--- config.mk ---
export PLATFORM = sky130hd
export DESIGN_NAME = pipe_control
export DESIGN_NICKNAME = d
export VERILOG_FILES = /design/src/rtl/pipe_control.sv
export SDC_FILE = /design/constraint.sdc
export NUM_CORES = 1
export LEC_CHECK = 0
export BUFFER_PORTS_ARGS = -buffer_cell sky130_fd_sc_hd__buf_2
export CELL_PAD_IN_SITES_DETAIL_PLACEMENT = 1
export CELL_PAD_IN_SITES_GLOBAL_PLACEMENT = 1
export CORE_MARGIN = 4
export CORE_UTILIZATION = 40
export CTS_CLUSTER_SIZE = 12
export DETAILED_ROUTE_END_ITERATION = 16
export PLACE_DENSITY_LB_ADDON = 0.05
export SETUP_SLACK_MARGIN = 0.3
export SLEW_MARGIN = 20
export SYNTH_ARGS = -nofsm -noshare
export SYNTH_HDL_FRONTEND = slang
export SYNTH_SLANG_ARGS = --single-unit
--- constraint.sdc ---
create_clock -name clk -period 2.56 [get_ports clk]
set_input_delay 0.128 -clock clk [delete_from_list [all_inputs] [get_ports clk]]
set_output_delay 0.128 -clock clk [all_outputs]
set_load 0.02 [all_outputs]
--- src/rtl/pipe_control.sv ---
// pipe_control: ID-stage opcode decode feeding registered ID/EX, EX/MEM, MEM/WB control stages
// with stall/flush/bubble generation. Optional macro DATA_FWD_EN adds EX forwarding selects fwd_a/fwd_b.
module pipe_control #(
  parameter int OP_W     = 6,
  parameter int REG_AW   = 5,
  parameter int MUL_LAT  = 3,
  parameter int LINK_REG = 31
) (
  input  logic              clk,
  input  logic              rst_n,
  input  logic              id_valid,
  input  logic [OP_W-1:0]   id_opcode,
  input  logic [REG_AW-1:0] id_rs,
  input  logic [REG_AW-1:0] id_rt,
  input  logic [REG_AW-1:0] id_rd,
  input  logic              br_taken,
  output logic              stall,
  output logic              flush,
  output logic [6:0]        ex_ctrl,
  output logic              ex_jump,
  output logic [1:0]        mem_ctrl,
  output logic [1:0]        wb_ctrl,
  output logic [REG_AW-1:0] ex_wdst,
  output logic [REG_AW-1:0] mem_wdst,
  output logic [REG_AW-1:0] wb_wdst,
  output logic              ex_valid,
  output logic              mem_valid,
  output logic              wb_valid
`ifdef DATA_FWD_EN
  ,
  output logic [1:0]        fwd_a,
  output logic [1:0]        fwd_b
`endif
);

  localparam logic [OP_W-1:0] OP_ADD  = OP_W'(6'h00);
  localparam logic [OP_W-1:0] OP_SUB  = OP_W'(6'h01);
  localparam logic [OP_W-1:0] OP_AND  = OP_W'(6'h02);
  localparam logic [OP_W-1:0] OP_XOR  = OP_W'(6'h03);
  localparam logic [OP_W-1:0] OP_COM  = OP_W'(6'h04);
  localparam logic [OP_W-1:0] OP_MUL  = OP_W'(6'h05);
  localparam logic [OP_W-1:0] OP_ADDI = OP_W'(6'h06);
  localparam logic [OP_W-1:0] OP_LW   = OP_W'(6'h07);
  localparam logic [OP_W-1:0] OP_SW   = OP_W'(6'h08);
  localparam logic [OP_W-1:0] OP_BEQ  = OP_W'(6'h09);
  localparam logic [OP_W-1:0] OP_J    = OP_W'(6'h0A);
  localparam logic [OP_W-1:0] OP_JAL  = OP_W'(6'h0B);
  localparam logic [OP_W-1:0] OP_JR   = OP_W'(6'h0C);

  localparam int CNT_W = $clog2(MUL_LAT + 1);
  localparam logic [CNT_W-1:0] MUL_LOAD = CNT_W'(MUL_LAT - 1);

  typedef struct packed {
    logic       alusrc;
    logic [3:0] aluop;
    logic       branch;
    logic       jr;
    logic       jump;
    logic       mem_write;
    logic       mem_read;
    logic       wen;
    logic       mem_to_reg;
  } ctrl_t;

  typedef struct packed {
    logic mem_write;
    logic mem_read;
    logic wen;
    logic mem_to_reg;
  } mctl_t;

  ctrl_t             dec, ex_r;
  mctl_t             mem_r;
  logic [1:0]        wb_r;
  logic              regdst, jal, rt_src, is_mul;
  logic [REG_AW-1:0] id_wdst;
  logic [CNT_W-1:0]  mul_cnt;
  logic              mul_busy, raw_stall, ex_hit, ex_hold, ex_load;

  always_comb begin
    dec       = '0;
    dec.aluop = id_opcode[3:0];
    regdst    = 1'b0;
    jal       = 1'b0;
    rt_src    = 1'b0;
    case (id_opcode)
      OP_ADD, OP_SUB: begin
        dec.wen = 1'b1; dec.mem_to_reg = 1'b1; regdst = 1'b1; rt_src = 1'b1;
      end
      OP_AND, OP_XOR, OP_MUL: begin
        dec.wen = 1'b1; dec.mem_to_reg = 1'b1; rt_src = 1'b1;
      end
      OP_COM:  begin dec.wen = 1'b1; dec.mem_to_reg = 1'b1; end
      OP_ADDI: begin dec.wen = 1'b1; dec.alusrc = 1'b1; dec.mem_to_reg = 1'b1; end
      OP_LW:   begin dec.wen = 1'b1; dec.alusrc = 1'b1; dec.mem_read = 1'b1; end
      OP_SW:   begin dec.alusrc = 1'b1; dec.mem_write = 1'b1; rt_src = 1'b1; end
      OP_BEQ:  begin dec.branch = 1'b1; rt_src = 1'b1; end
      OP_J:    dec.jump = 1'b1;
      OP_JAL:  begin dec.jump = 1'b1; jal = 1'b1; dec.wen = 1'b1; end
      OP_JR:   dec.jr = 1'b1;
      default: dec = '0;
    endcase
  end

  assign is_mul  = (id_opcode == OP_MUL);
  assign id_wdst = jal ? REG_AW'(LINK_REG) : (regdst ? id_rd : id_rt);

  // Register 0 is never a real producer, so it can't create a hazard.
  assign ex_hit = (ex_wdst != '0) && ((ex_wdst == id_rs) || (rt_src && (ex_wdst == id_rt)));

`ifdef DATA_FWD_EN
  assign raw_stall = id_valid && ex_valid && ex_r.mem_read && ex_r.wen && ex_hit;
`else
  logic mem_hit;
  assign mem_hit   = (mem_wdst != '0) && ((mem_wdst == id_rs) || (rt_src && (mem_wdst == id_rt)));
  assign raw_stall = id_valid && ((ex_valid && ex_r.wen && ex_hit) ||
                                  (mem_valid && mem_r.wen && mem_hit));
`endif

  assign mul_busy = (mul_cnt != '0);
  assign flush    = ex_valid && ((ex_r.branch && br_taken) || ex_r.jump || ex_r.jr);
  assign stall    = !flush && (mul_busy || raw_stall);
  assign ex_hold  = mul_busy && !flush;
  assign ex_load  = !flush && !mul_busy && !raw_stall && id_valid;

  always_ff @(posedge clk or negedge rst_n) begin
    if (!rst_n) begin
      ex_r      <= '0;
      ex_valid  <= 1'b0;
      ex_wdst   <= '0;
      mem_r     <= '0;
      mem_valid <= 1'b0;
      mem_wdst  <= '0;
      wb_r      <= '0;
      wb_valid  <= 1'b0;
      wb_wdst   <= '0;
      mul_cnt   <= '0;
    end else begin
      wb_r     <= {mem_r.wen, mem_r.mem_to_reg};
      wb_valid <= mem_valid;
      wb_wdst  <= mem_wdst;
      if (ex_hold) begin
        // MUL still occupies EX: bubbles drain into MEM behind it.
        mem_r     <= '0;
        mem_valid <= 1'b0;
        mem_wdst  <= '0;
        mul_cnt   <= mul_cnt - CNT_W'(1);
      end else begin
        mem_r     <= {ex_r.mem_write, ex_r.mem_read, ex_r.wen, ex_r.mem_to_reg};
        mem_valid <= ex_valid;
        mem_wdst  <= ex_wdst;
        if (ex_load) begin
          ex_r     <= dec;
          ex_valid <= 1'b1;
          ex_wdst  <= id_wdst;
          mul_cnt  <= is_mul ? MUL_LOAD : '0;
        end else begin
          ex_r     <= '0;
          ex_valid <= 1'b0;
          ex_wdst  <= '0;
        end
      end
    end
  end

  assign ex_ctrl  = {ex_r.alusrc, ex_r.aluop, ex_r.branch, ex_r.jr};
  assign ex_jump  = ex_r.jump;
  assign mem_ctrl = {mem_r.mem_write, mem_r.mem_read};
  assign wb_ctrl  = wb_r;

`ifdef DATA_FWD_EN
  logic [REG_AW-1:0] ex_rs, ex_rt;
  logic              ex_rt_src, mem_ok, wb_ok;

  always_ff @(posedge clk or negedge rst_n) begin
    if (!rst_n) begin
      ex_rs     <= '0;
      ex_rt     <= '0;
      ex_rt_src <= 1'b0;
    end else if (!ex_hold) begin
      ex_rs     <= ex_load ? id_rs  : '0;
      ex_rt     <= ex_load ? id_rt  : '0;
      ex_rt_src <= ex_load ? rt_src : 1'b0;
    end
  end

  assign mem_ok = mem_valid && mem_r.wen && (mem_wdst != '0);
  assign wb_ok  = wb_valid && wb_r[1] && (wb_wdst != '0);

  always_comb begin
    fwd_a = 2'b00;
    fwd_b = 2'b00;
    if (ex_valid) begin
      if (mem_ok && (mem_wdst == ex_rs))     fwd_a = 2'b01;
      else if (wb_ok && (wb_wdst == ex_rs))  fwd_a = 2'b10;
      if (ex_rt_src) begin
        if (mem_ok && (mem_wdst == ex_rt))    fwd_b = 2'b01;
        else if (wb_ok && (wb_wdst == ex_rt)) fwd_b = 2'b10;
      end
    end
  end
`endif

endmodule

After elaboration in Yosys (flattened, before gate mapping)
Cells that the tools add are included.
- flip-flop bits (word level): 38
- input port bits: 25
- output and inout port bits: 32
- word-level logic and storage cells: 98
- $add $sub $neg: 1
- equal/unequal tests: 16
- muxes and demuxes: 23
- reduce and logical (&&, ||, !) cells: 37
- operators with widths (operator ; number):
    equality test 6 x 4 -> 1 bit, second input constant ; 5
    equality test 6 x 3 -> 1 bit, second input constant ; 4
    equality test 5 bit ; 4
    2-to-1 mux 5 bit ; 4
    logical AND 1 bit ; 16
    OR reduction 7 bit ; 2
    2-to-1 mux 1 bit ; 13
    OR reduction 13 bit ; 1
    equality test 6 x 2 -> 1 bit, second input constant ; 2
    2-to-1 mux 12 bit ; 1
    nonzero test 5 bit ; 2
    OR reduction 9 bit ; 1
    2-to-1 mux 4 bit ; 2
    equality test 6 x 1 -> 1 bit, second input constant ; 1
    logical NOT 6 bit ; 1
    logical OR 1 bit ; 6
    2-to-1 mux 2 bit ; 3
    nonzero test 2 bit ; 2
    OR reduction 2 bit ; 2
    logical NOT 1 bit ; 3
    OR reduction 3 bit ; 1
    subtractor 2 x 1 -> 2 bit, second input constant ; 1

Longest topological paths before layout
- depth in word-level cells: 14
- mapped depth: 9
- gate-level depth less buffers: 7

Least setup slack after synthesis
No wires, ideal clock.
- kind: register to register
- from: register ex_wdst[2]
- to: register mul_cnt[0]
- setup time: 0.126 ns
- data arrival time: 2.267 ns
- data required time: 2.434 ns
- path slack: 0.167 ns
- stages on the path, launching flop included: 9
- buffers on the path: 2
- clock period less this slack: 2.393 ns
- cell sequence: dfrtp_1 > or4_1 > o211ai_1 > nor4_1 > or4_4 > nor2b_2 > buf_6 > buf_12 > o21ai_0
- cells in the longest elaborated chain, start to end: 11
- elaborated cells between the ends (all ways): 13
- those cells by class: eq/ne (2); reduce/logical (11)
- RTL lines (what ; RTL line ; source):
    from (decl) ; 23 ; output logic [REG_AW-1:0] ex_wdst,
    from (signal assigned) ; 155 ; ex_wdst <= id_wdst;
    equality test 5 bit ; 109 ; assign ex_hit = (ex_wdst != '0) && ((ex_wdst == id_rs) || (rt_src && (ex_wdst == id_rt)));
    logical AND 1 bit ; 109 ;
    logical OR 1 bit ; 109 ;
    logical AND 1 bit (*) ; 109 ;
    logical AND 1 bit (*) ; 116 ; assign raw_stall = id_valid && ((ex_valid && ex_r.wen && ex_hit) ||
    logical OR 1 bit (*) ; 116 ;
    logical AND 1 bit (*) ; 116 ;
    logical NOT 1 bit (*) ; 124 ; assign ex_load = !flush && !mul_busy && !raw_stall && id_valid;
    logical AND 1 bit (*) (2 in a row) ; 124 ;
    nonzero test 2 bit (no line) (*) ; n/a ;
    to (signal assigned) ; 147 ; mul_cnt <= mul_cnt - CNT_W'(1);
    to (signal assigned) ; 156 ; mul_cnt <= is_mul ? MUL_LOAD : '0;
    to (decl) ; 77 ; logic [CNT_W-1:0] mul_cnt;
Every way passes the cells marked *; elsewhere a longest branch is shown, timed or not.
A chain may end at the register's enable or synchronous reset.

Worst setup path in the final report
- from: register mem_wdst[1]
- to: output stall
- cells in the longest elaborated chain, start to end: 9
- elaborated cells between the ends (all ways): 11
- those cells by class: eq/ne (2); reduce/logical (9)
- RTL lines (what ; RTL line ; source):
    from (decl) ; 24 ; output logic [REG_AW-1:0] mem_wdst,
    from (signal assigned) ; 151 ; mem_wdst <= ex_wdst;
    equality test 5 bit ; 115 ; assign mem_hit = (mem_wdst != '0) && ((mem_wdst == id_rs) || (rt_src && (mem_wdst == id_rt)));
    logical AND 1 bit ; 115 ;
    logical OR 1 bit ; 115 ;
    logical AND 1 bit (*) ; 115 ;
    logical AND 1 bit (*) ; 117 ; (mem_valid && mem_r.wen && mem_hit));
    logical OR 1 bit (*) ; 116 ;
    logical AND 1 bit (*) ; 116 ;
    logical OR 1 bit (*) ; 122 ; assign stall = !flush && (mul_busy || raw_stall);
    logical AND 1 bit (*) ; 122 ;
    to (decl) ; 17 ; output logic stall,
Marks and branches as above.

==> flow_metrics.env <==
export IMPL_synthDistinctLibCells=41
export IMPL_worstPathArrival_ps=2420
export IMPL_numCtsBuffers=5
export IMPL_drive_gt1_share_pct=45.3
export IMPL_ys_seq_area_share_pct=48.5
export IMPL_whs_ps=187
export IMPL_cts_tree="done"
export IMPL_synth_top_family_by_area="simple AND/OR/NAND/NOR gates"
export IMPL_synth_compound_area_share_pct=13.8
export IMPL_fin_crit_ps=2550
export IMPL_start_kind="flop"
export IMPL_htree_levels=2
export IMPL_grt_busiest_layer="met2"
export IMPL_first_pass_iters=4
export IMPL_grt_use_total_pct=17.7
export IMPL_fp_dieH_um=78.0
export IMPL_rows=25
export IMPL_use_met1_pct=22.8
export IMPL_fmax_ghz=0.392
export IMPL_worst_pin_slew_ps=850
export IMPL_skew_ps=7.17
export IMPL_grt_pass1_vias=1686
export IMPL_ios=57
export IMPL_postSynthCellCount=172
export IMPL_cts_root_buf="clkbuf_8"
export IMPL_synthXorXnorAreaFrac_pct=8.93
export IMPL_status="complete, no violations"
export IMPL_setup_viol=0
export IMPL_leakage_nw=1.23
export IMPL_antenna_found_initial=0
export IMPL_globalRouteOverflowTotal=0
export IMPL_synth_area_um2=1960
export IMPL_hold_violations=0
export IMPL_clk_latency_ps=300
export IMPL_core_um2=4720
export IMPL_p_per_area_nw_per_um2=934
export IMPL_endpoint_kind="primary output"
export IMPL_gp_congestion=0.799
export IMPL_area_delta_synth_final_pct=23.9
export IMPL_path_clk_slew_ps=80
export IMPL_synth_seq_cells=38
export IMPL_crit_fanout=3
export IMPL_grt_max_degree=39
export IMPL_wire_per_inst_um=16.9
export IMPL_grtUsageMet3_pct=4.47
export IMPL_ir_drop_v=0.000457
export IMPL_drt_first_iter_violations=44
export IMPL_maxSlewViolCount=0
export IMPL_clk_path_buf_depth=2
export IMPL_vias=1567
export IMPL_muxShareOfSynthArea_pct=3.06
export IMPL_rsz0062_at_grt="true"
export IMPL_ys_warn_count=0
export IMPL_ys_flop_type="dfrtp_1"
export IMPL_remaining_drc_errors=0
export IMPL_initial_core_util_pct=41.5
export IMPL_period_share_pct=99.7
export IMPL_cts_num_sinks=38
export IMPL_critPathKind="flop to primary output"
export IMPL_ant_nets=0
export IMPL_dp_hpwl_mm=3.64
export IMPL_met2_usage_pct=29.3
export IMPL_synth_adder_area_share_pct=0.638
export IMPL_synthSimpleGateAreaFrac_pct=15.4
export IMPL_viasPerCell=5.21
export IMPL_max_slew_margin_pct=43.3
export IMPL_power_total_w=0.00227
export IMPL_n_antenna_cell=0
export IMPL_die_width_um=78.0
export IMPL_avgSynthCellArea_um2=11.4
export IMPL_maxCapViolCount=0
export IMPL_grt_pass1_wl_mm=8.48
export IMPL_synthArstFlopShare_pct=100
export IMPL_crit_required_ps=2430
export IMPL_synth_edf_count=0
export IMPL_nNetsFinal=259
export IMPL_synthesis_nets=198
export IMPL_die_area_um2=6090
export IMPL_wl_mm=5.10
export IMPL_r2r_slack_ps=20
export IMPL_port_buffers=56
export IMPL_min_path_type="input pin to flop"
[what timing repair did]
action                                  in CTS  in global routing
pin swaps                                    7                  7
hold buffers                                 1                  0
gates cloned                                 0                  1
endpoints found under the hold margin       38                  0
gates resized for setup                      5                  7
endpoints found under the setup margin      21                 21
setup buffers                                5                  1
[worst paths after layout]
check | from | end | cells after the start
min in group asynchronous | rst_n | ex_r[3] | 2
worst min register to register | mem_r[0] | wb_ctrl[0] | 0
max in group asynchronous | rst_n | ex_wdst[1] | 2
worst max-delay path | mem_wdst[1] | stall | 7
worst max register to register | mem_wdst[1] | ex_r[0] | 8
worst min-delay path | id_rd[0] | ex_wdst[0] | 4
[cells in the mapped netlist, types with 2 or more instances]
cell type | n | area (um2)
a21oi_1 | 4 | 20.0
a22o_2 | 9 | 90.1
a32o_1 | 8 | 80.1
and2_1 | 9 | 56.3
and3_1 | 2 | 12.5
and3_2 | 2 | 15.0
buf_4 | 9 | 67.6
clkbuf_8 | 4 | 55.1
dfrtp_1 | 38 | 951
inv_1 | 3 | 11.3
mux2i_1 | 6 | 60.1
nand2_1 | 13 | 48.8
nand3_1 | 6 | 30.0
nor2_1 | 4 | 15.0
nor3b_1 | 2 | 15.0
nor4_1 | 4 | 25.0
o211ai_1 | 2 | 15.0
o21ai_0 | 5 | 25.0
or4_1 | 2 | 15.0
xnor2_1 | 16 | 140
xor2_1 | 4 | 35.0
[where the power goes]
part,internal (W),total (W),switching [W]
clock network,0.000290,0.000522,0.000232
logic,0.000408,0.000928,0.000520
registers,0.000728,0.000822,0.0000934
[worst max-delay path, cell delays in order, from the launching register on]
cell and delay (ps):
dfrtp_2 410, or4_4 530, o211ai_1 240, nor4_1 100, or4_4 560, nand2_2 100, a21oi_2 60, buf_6 130
[per-layer routing]
| layer | up-vias | wire [um] | part of all wire, % |
|---|---|---|---|
| li1 | 724 | - | - |
| met1 | 784 | 2240 | 44 |
| met2 | 54 | 2470 | 48 |
| met3 | 5 | 330 | 6.5 |
| met4 | 0 | 62 | 1.2 |
| met5 | - | 0 | 0 |
[flip-flops by register name (all words and copies together), names as in the netlist]
name / count
ex_ctrl: 7
ex_jump: 1
ex_r: 4
ex_valid: 1
ex_wdst: 5
mem_ctrl: 2
mem_r: 2
mem_valid: 1
mem_wdst: 5
mul_cnt: 2
wb_ctrl: 2
wb_valid: 1
wb_wdst: 5
[cells by family after synthesis]
kind of cell | count (synthesis)
and+or+nand+nor | 52
DFF | 38
AOI/OAI and AO/OA | 33
buffers and inverters | 22
xor gates and xnor gates | 20
muxes | 6
adders and majority gates | 1
[placed cells by master, fill, tap and decap left out, types with 3 or more instances in the layout]
master / Yosys / final
a32o_1: 8 / 8
a21oi_1: 4 / 3
a22o_2: 9 / 9
nor4_1: 4 / 4
xor2_1: 4 / 4
buf_2: 1 / 55
nor2_1: 4 / 4
buf_4: 9 / 13
or4_4: 1 / 3
clkbuf_8: 4 / 5
and2_1: 9 / 9
nand2_1: 13 / 12
inv_1: 3 / 3
dfrtp_2: 0 / 4
buf_6: 1 / 4
mux2i_1: 6 / 6
dfrtp_1: 38 / 34
nand3_1: 6 / 6
o21ai_0: 5 / 4
xnor2_1: 16 / 16
[area by class of cell]
| class | count | area [um2] |
|---|---|---|
| clock buffers | 5 | 68.8 |
| clock inverters | 3 | 45.0 |
| fillers | 526 | 2290 |
| inverters | 3 | 11.3 |
| multi-input cells | 112 | 838 |
| flip-flops and latches | 38 | 956 |
| well taps | 67 | 83.8 |
| repair buffers | 73 | 428 |
[per-stage QoR]
stage / setup slack [ps] / cells / setup TNS, ps / utilization [%] / instance area (um2)
after CTS: 5.45 / 299 / 0 / 50.7 / 2400
final: 7.48 / 301 / 0 / 51.5 / 2430
after global placement: 151 / 285 / 0 / 47.0 / 2220
after global routing: -62.5 / 301 / -366 / 51.5 / 2430
after floorplan: 204 / 172 / 0 / - / 1970
after detailed placement: 56.0 / 285 / 0 / 47.0 / 2220
No activity file was read; power rests on OpenSTA's default activity.
